File: src/rtl/fetch_stage.sv
// fetch_stage: PC, single-outstanding instruction fetch and decode handshake with branch redirect.
// Define IF_BUFFER_EN for a 2-entry instruction FIFO in front of decode.
module fetch_stage #(
   parameter logic [17:0] RESET_PC = 18'h00000
) (
   input  logic        clock,
   input  logic        reset,
   input  logic        ex_if_branch,
   input  logic [17:0] ex_if_target,
   input  logic        id_if_stall,
   output logic        if_mc_en,
   output logic [17:0] if_mc_addr,
   input  logic [31:0] mc_if_data,
   input  logic        mc_if_valid,
   output logic        if_id_valid,
   output logic [31:0] if_id_instruc,
   output logic [17:0] if_id_pc
);
   logic [17:0] tgt;
   logic        en_q;
   logic        discard_q;
   logic [17:0] addr_q;
   logic [17:0] pc_q;

   assign tgt        = ex_if_target & ~18'h3;
   assign if_mc_en   = en_q;
   assign if_mc_addr = addr_q;

`ifdef IF_BUFFER_EN
   logic [1:0]  cnt_q;
   logic        head_q;
   logic [31:0] instr_q [2];
   logic [17:0] ipc_q [2];
   logic        push;
   logic        pop;
   logic        held;
   logic        issue;
   logic [1:0]  cnt_d;
   logic [17:0] nxt_pc;

   assign push   = en_q & mc_if_valid & ~discard_q;
   assign pop    = (cnt_q != 2'd0) & ~id_if_stall;
   assign held   = en_q & ~mc_if_valid;
   assign cnt_d  = cnt_q + {1'b0, push} - {1'b0, pop};
   assign nxt_pc = push ? addr_q + 18'd4 : pc_q;
   // outstanding request already counted by held, so a free slot after this cycle allows a new one
   assign issue  = ~held & (cnt_d != 2'd2);

   assign if_id_valid   = cnt_q != 2'd0;
   assign if_id_instruc = instr_q[head_q];
   assign if_id_pc      = ipc_q[head_q];

   always_ff @(posedge clock or posedge reset) begin
      if (reset) begin
         en_q       <= 1'b0;
         discard_q  <= 1'b0;
         addr_q     <= RESET_PC;
         pc_q       <= RESET_PC;
         cnt_q      <= 2'd0;
         head_q     <= 1'b0;
         instr_q[0] <= 32'd0;
         instr_q[1] <= 32'd0;
         ipc_q[0]   <= 18'd0;
         ipc_q[1]   <= 18'd0;
      end else if (ex_if_branch) begin
         cnt_q <= 2'd0;
         pc_q  <= tgt;
         if (held) begin
            discard_q <= 1'b1;
         end else begin
            discard_q <= 1'b0;
            en_q      <= 1'b1;
            addr_q    <= tgt;
         end
      end else begin
         if (push) begin
            instr_q[head_q ^ cnt_q[0]] <= mc_if_data;
            ipc_q[head_q ^ cnt_q[0]]   <= addr_q;
         end
         if (pop) head_q <= ~head_q;
         if (en_q & mc_if_valid & discard_q) discard_q <= 1'b0;
         cnt_q <= cnt_d;
         pc_q  <= nxt_pc;
         en_q  <= held | issue;
         if (issue) addr_q <= nxt_pc;
      end
   end
`else
   typedef enum logic [1:0] {IDLE, REQ, WAIT_ID} state_t;
   state_t      state_q;
   logic        valid_q;
   logic [31:0] instr_q;
   logic [17:0] id_pc_q;

   assign if_id_valid   = valid_q;
   assign if_id_instruc = instr_q;
   assign if_id_pc      = id_pc_q;

   always_ff @(posedge clock or posedge reset) begin
      if (reset) begin
         state_q   <= IDLE;
         en_q      <= 1'b0;
         discard_q <= 1'b0;
         addr_q    <= RESET_PC;
         pc_q      <= RESET_PC;
         valid_q   <= 1'b0;
         instr_q   <= 32'd0;
         id_pc_q   <= 18'd0;
      end else if (ex_if_branch) begin
         pc_q    <= tgt;
         valid_q <= 1'b0;
         // a pending request keeps its address; its response is dropped later
         if (state_q == REQ && !mc_if_valid) begin
            discard_q <= 1'b1;
         end else begin
            state_q   <= REQ;
            en_q      <= 1'b1;
            addr_q    <= tgt;
            discard_q <= 1'b0;
         end
      end else begin
         case (state_q)
            IDLE: begin
               state_q <= REQ;
               en_q    <= 1'b1;
               addr_q  <= pc_q;
            end
            REQ: begin
               if (mc_if_valid && discard_q) begin
                  discard_q <= 1'b0;
                  addr_q    <= pc_q;
               end else if (mc_if_valid) begin
                  instr_q <= mc_if_data;
                  id_pc_q <= addr_q;
                  valid_q <= 1'b1;
                  pc_q    <= addr_q + 18'd4;
                  en_q    <= 1'b0;
                  state_q <= WAIT_ID;
               end
            end
            WAIT_ID: begin
               if (!id_if_stall) begin
                  valid_q <= 1'b0;
                  en_q    <= 1'b1;
                  addr_q  <= pc_q;
                  state_q <= REQ;
               end
            end
            default: state_q <= IDLE;
         endcase
      end
   end
`endif
endmodule
File: config.mk
export PLATFORM = sky130hd
export DESIGN_NAME = fetch_stage
export DESIGN_NICKNAME = d
export VERILOG_FILES = /design/src/rtl/fetch_stage.sv
export SDC_FILE = /design/constraint.sdc
export NUM_CORES = 1
export LEC_CHECK = 0
export BUFFER_PORTS_ARGS = -buffer_cell sky130_fd_sc_hd__buf_4
export CAP_MARGIN = 5
export CORE_ASPECT_RATIO = 0.75
export CORE_MARGIN = 10
export CORE_UTILIZATION = 46
export CTS_CLUSTER_DIAMETER = 50
export CTS_CLUSTER_SIZE = 10
export DETAILED_ROUTE_END_ITERATION = 12
export HOLD_SLACK_MARGIN = 0.12
export PLACE_DENSITY = 0.75
export SYNTH_ARGS = -nofsm -noshare
export SYNTH_HDL_FRONTEND = slang
export SYNTH_SLANG_ARGS = --single-unit
File: constraint.sdc
create_clock -name clock -period 2.4 [get_ports clock]
set_clock_uncertainty 0.05 [all_clocks]
set_input_delay 0 -clock clock [delete_from_list [all_inputs] [get_ports clock]]
set_output_delay 0 -clock clock [all_outputs]
set_load 0.01 [all_outputs]
[After elaboration in Yosys (flattened, before gate mapping)]
Index checks and enable logic that the tools add are counted.
Storage, ports and cells
  output and inout port bits: 70
  register bits after elaboration: 91
Cells by class
  bitwise logic cells: 2
  multiplexer cells: 30
  eq/ne operators: 8
  add/sub/neg operators: 1
  reductions and logical operators: 16
Operators with widths (count)
  $mux W18: 8
  $pmux W18 S3: 1
  $add A18 B3 Y18 const B: 1
  $reduce_and A4 Y1: 4
  $mux W1: 13
  $mux W2: 5
  $ne A3 B3 Y1 const B: 3
  $pmux W2 S3: 1
  $reduce_bool A2 Y1: 3
  $reduce_and A5 Y1: 1
  $ne A2 B2 Y1 const B: 2
  $reduce_bool A4 Y1: 1
  $ne A3 B2 Y1 const B: 1
  $pmux W1 S3: 1
  $reduce_and A3 Y1: 1
  $reduce_bool A3 Y1: 1
  $eq A2 B1 Y1 const B: 1
  $eq A2 B2 Y1 const B: 1
  $logic_and A1 B1 Y1: 2
  $logic_not A2 Y1: 1
  $not A1 Y1: 2
  $pmux W1 S2: 1
  $reduce_and A2 Y1: 1
  $logic_not A1 Y1: 1

[Longest topological paths before layout]
  word-level depth: 5
  gate-level depth with buffers: 7

[Worst setup path after synthesis]
No wires, ideal clock.
  kind: register to register
  from: register addr_q[2], in the netlist if_mc_addr[2]
  to: register pc_q[14]
  cell stages (with the launch flop): 6
  period minus slack after synthesis: 1.682 ns
  arrival time: 1.510 ns
  data required time: 2.228 ns
  path buffers: 0
  setup slack: 0.718 ns
  setup time: 0.122 ns
  path through: dfrtp_1 ha_1 nand3_1 nor4_1 mux2i_1 nand2_1
Between the ends
  word-level cells in the longest chain between the ends: 5
RTL lines
  from (decl): line 22  | logic [17:0] addr_q;
  from (signal assigned): line 118  | addr_q <= tgt;
  from (signal assigned): line 126  | addr_q <= pc_q;
  from (signal assigned): line 131  | addr_q <= pc_q;
  $add A18 B3 Y18: line 136  | pc_q <= addr_q + 18'd4;
  $mux W18: line 132  | end else if (mc_if_valid) begin
  $mux W18: line 129  | if (mc_if_valid && discard_q) begin
  $mux W18: line 122  | case (state_q)
  $mux W18: line 109  | end else if (ex_if_branch) begin
  to (signal assigned): line 110  | pc_q <= tgt;
  to (signal assigned): line 136
  to (decl): line 23  | logic [17:0] pc_q;
Every way passes these cells. The select of a mux whose other input is x is not followed.
A chain may end at the register's enable or synchronous reset.

[Final worst setup path]
  from: register addr_q[2], in the netlist if_mc_addr[2]
  to: register pc_q[12]
Same word-level chain as after synthesis.

==> impl_metrics.tcl <==
set metrics [dict create \
    maxCapViolCount 0 \
    async_flop_share_pct 100 \
    core_sq_um 8600 \
    ant_nets 0 \
    fmax_ghz 0.508 \
    hold_path_depth 2 \
    r2r_start "if_mc_addr[2]$_DFFE_PP0P_" \
    yosysMostFrequentCell "nand2_1" \
    wl_met2_mm 6.03 \
    maxUsedRoutingLayer "met4" \
    syn_nets 492 \
    slew_headroom_pct 59.2 \
    grt_max_degree 92 \
    design_area_sq_um 5940 \
    synth_edf_count 0 \
    cpPeakStageDelay_ns 0.47 \
    antenna_found_initial 1 \
    drt_iter0_markers 298 \
    post_drt_wl_per_cell_um 16.7 \
    cts_root_buf "clkbuf_16" \
    wl_met1_mm 5.05 \
    timing.critical_path.cells "ha_1 -> nand3_1 -> o31a_1 -> o31ai_1 -> o21ai_0" \
    critical_path.top_delay_family "compound AO/OA/AOI/OAI gates" \
    rsz0062_at_grt "no" \
    netlist_top_cells_count "nand2_1, dfrtp_1, o21ai_0, inv_1, buf_2" \
    drive_gt1_share_pct 28.1 \
    finalSetupTns_ns 0 \
    die-area_sq_um 13200 \
    die_x_um 129 \
    p_total_mw 5.44 \
    hpwl_mm 7.87 \
    crit_required_ns 2.53 \
    min-delay-start "ex_if_branch" \
    cp-startpoint "if_mc_addr[2]$_DFFE_PP0P_" \
    routabilityCongestion 0.786 \
    grt_pass1_wl_mm 19.0 \
    drt-pass1-iter-count 4 \
    track_usage_pct 18.0 \
    clkTransAtPathRegs_ns 0.06 \
    status "complete, no violations" \
    fillCellCount 670 \
    synth.area.top_cells "dfrtp_1, nand2_1, mux2_2" \
    final-max-slew-violation-count 0 \
    drt_drc_violations_left 0 \
    pin_count 125 \
    dr_total_vias 3614 \
    synthFlopType "dfrtp_1" \
    h-tree-depth 3 \
    ctsHoldBuffers 51 \
    io_buffers 122 \
    wirelength_mm 11.9 \
    cts_resized 0 \
    worst-r2r-cell-count 5 \
    worstSetupStartpointType "flop" \
    ys_types 42 \
    initial_core_util_pct 48.1 \
    netlist.area_leader.share_pct 55.1 \
    hp-class "in -> reg" \
    cts_setup_buffers 0 \
    irDropWorstVdd_uv 555 \
    slowest_stage "dfrtp_1" \
    report.final.hold_viol_count 0 \
    tightest_slew_ns 0.612 \
    yosysTopAreaCell "dfrtp_1" \
    arrival_ns 2.10 \
    numClockSinks 91 \
    cts_buffers 9 \
    nets 656 \
    netlist_area_sq_um 4130 \
    ys_warn_count 0 \
    ys_seq_area_share_pct 55.1 \
    clock_path_buffers 2 \
    finalCriticalPeriod_ns 1.97 \
    place_area_sq_um 5120 \
    cp-end-kind "flop" \
    syn_area_per_cell_sq_um 9.48 \
    holdWs_ns 0.134 \
    met3_length_um 729 \
    fin_crit_sh_pct 82.0 \
    die_h_um 102 \
    crit_cells 5 \
    power_density_nw_per_um2 916 \
    p_leak_nw 2.96 \
    critPathMaxFanout 8 \
    area_delta_synth_final_pct 43.8 \
    ys_ff_latch 91 \
    report.final.setup_viol 0 \
    routed_via_density 5.06 \
    core.rowCount 29 \
    path_class "reg -> reg" \
    grt_overflow 0 \
    clk_latency_ns 0.34 \
    cts_tree "built" \
    grt_pass1_vias 3728 \
    synthCells 436 \
    path_buf_inv 0 \
]
==> logic make-up after synthesis <==
logic type	synth area share [%]
multiplexers	7.66
AND/OR/NAND/NOR	21.3
XOR/XNOR	1.48
AO/OA/AOI/OAI	9.17
adder cells (fa/ha/maj)	0.303
buffers and inverters	5.00
flip-flops	55.1
==> worst paths after layout <==
check / slack (ns) / end
setup reg to reg: 0.43 / pc_q[12]$_DFFE_PP0P_
max in group asynchronous: 1.63 / if_id_instruc[7]$_DFFE_PP0P_
min in group asynchronous: 0.31 / if_id_instruc[22]$_DFFE_PP0P_
setup / recovery: 0.43 / pc_q[12]$_DFFE_PP0P_
hold / removal: 0.13 / state_q[1]$_DFFE_PP0P_
hold reg to reg: 0.42 / if_id_instruc[26]$_DFFE_PP0P_
==> per-stage QoR <==
step                      instances  util [%]  setup slack, ns
after CTS                       713      69.1            0.461
after global routing            714      69.1            0.239
after global placement          646      59.6            0.538
after detailed placement        646      59.6            0.500
after floorplan                 436         -            0.718
final                           714      69.1            0.432
==> state kept, by name, indices dropped and copies added (netlist names) <==
register and count:
if_id_instruc 32, if_id_pc 18, if_mc_addr 18, pc_q 18
state_q 2, discard_q 1, if_id_valid 1, if_mc_en 1
==> final cells by class <==
type | count | area [sq um] | area share, %
sequential | 91 | 2280 | 38.3
multi-input combinational | 302 | 1660 | 27.9
clock inverter | 5 | 62.6 | 1.05
timing repair buffer | 179 | 1500 | 25.2
inverter | 17 | 67.6 | 1.14
tap | 108 | 135 | 2.27
antenna | 1 | 2.50 | 0.0421
clock buffer | 11 | 243 | 4.08
==> layout by cell type (no fill, tap or decap), types with 3 or more instances in the layout <==
cell type | synthesis | routed
a21o_1 | 4 | 4
a21oi_1 | 13 | 13
buf_4 | 1 | 126
clkbuf_16 | 0 | 9
clkinvlp_4 | 0 | 3
dfrtp_1 | 91 | 91
dlygate4sd3_1 | 0 | 51
inv_1 | 17 | 16
mux2_2 | 13 | 13
mux2_4 | 8 | 8
mux2i_1 | 5 | 5
nand2_1 | 158 | 158
nand2b_1 | 4 | 3
nand3_1 | 6 | 6
nand4_1 | 3 | 3
nor2_1 | 8 | 7
nor3_1 | 5 | 5
nor3b_1 | 7 | 7
nor4_1 | 7 | 7
o21ai_0 | 27 | 27
o31a_1 | 3 | 3
o31ai_1 | 3 | 3
xnor2_1 | 7 | 7
==> power by group <==
part / internal, mW / leakage, nW / switching (mW)
logic: 0.899 / 1.68 / 0.839
clock network: 0.840 / 0.142 / 0.592
registers: 1.94 / 1.13 / 0.333
total: 3.68 / 2.96 / 1.76
==> routing by layer <==
layer / vias to the layer above / track usage (%)
met5: - / 0
met4: 0 / 4.31
met3: 8 / 5.02
met2: 108 / 30.7
met1: 1734 / 22.2
li1: 1764 / -
==> worst register-to-register path, delay by kind of cell, from the launching register on <==
kind | cells | cell delay, ns
AO/OA/AOI/OAI | 3 | 0.71
adder cells (fa/ha/maj) | 1 | 0.23
flip-flops | 1 | 0.47
AND/OR/NAND/NOR | 1 | 0.34
Note: power is estimated with default switching activity, not from simulation.
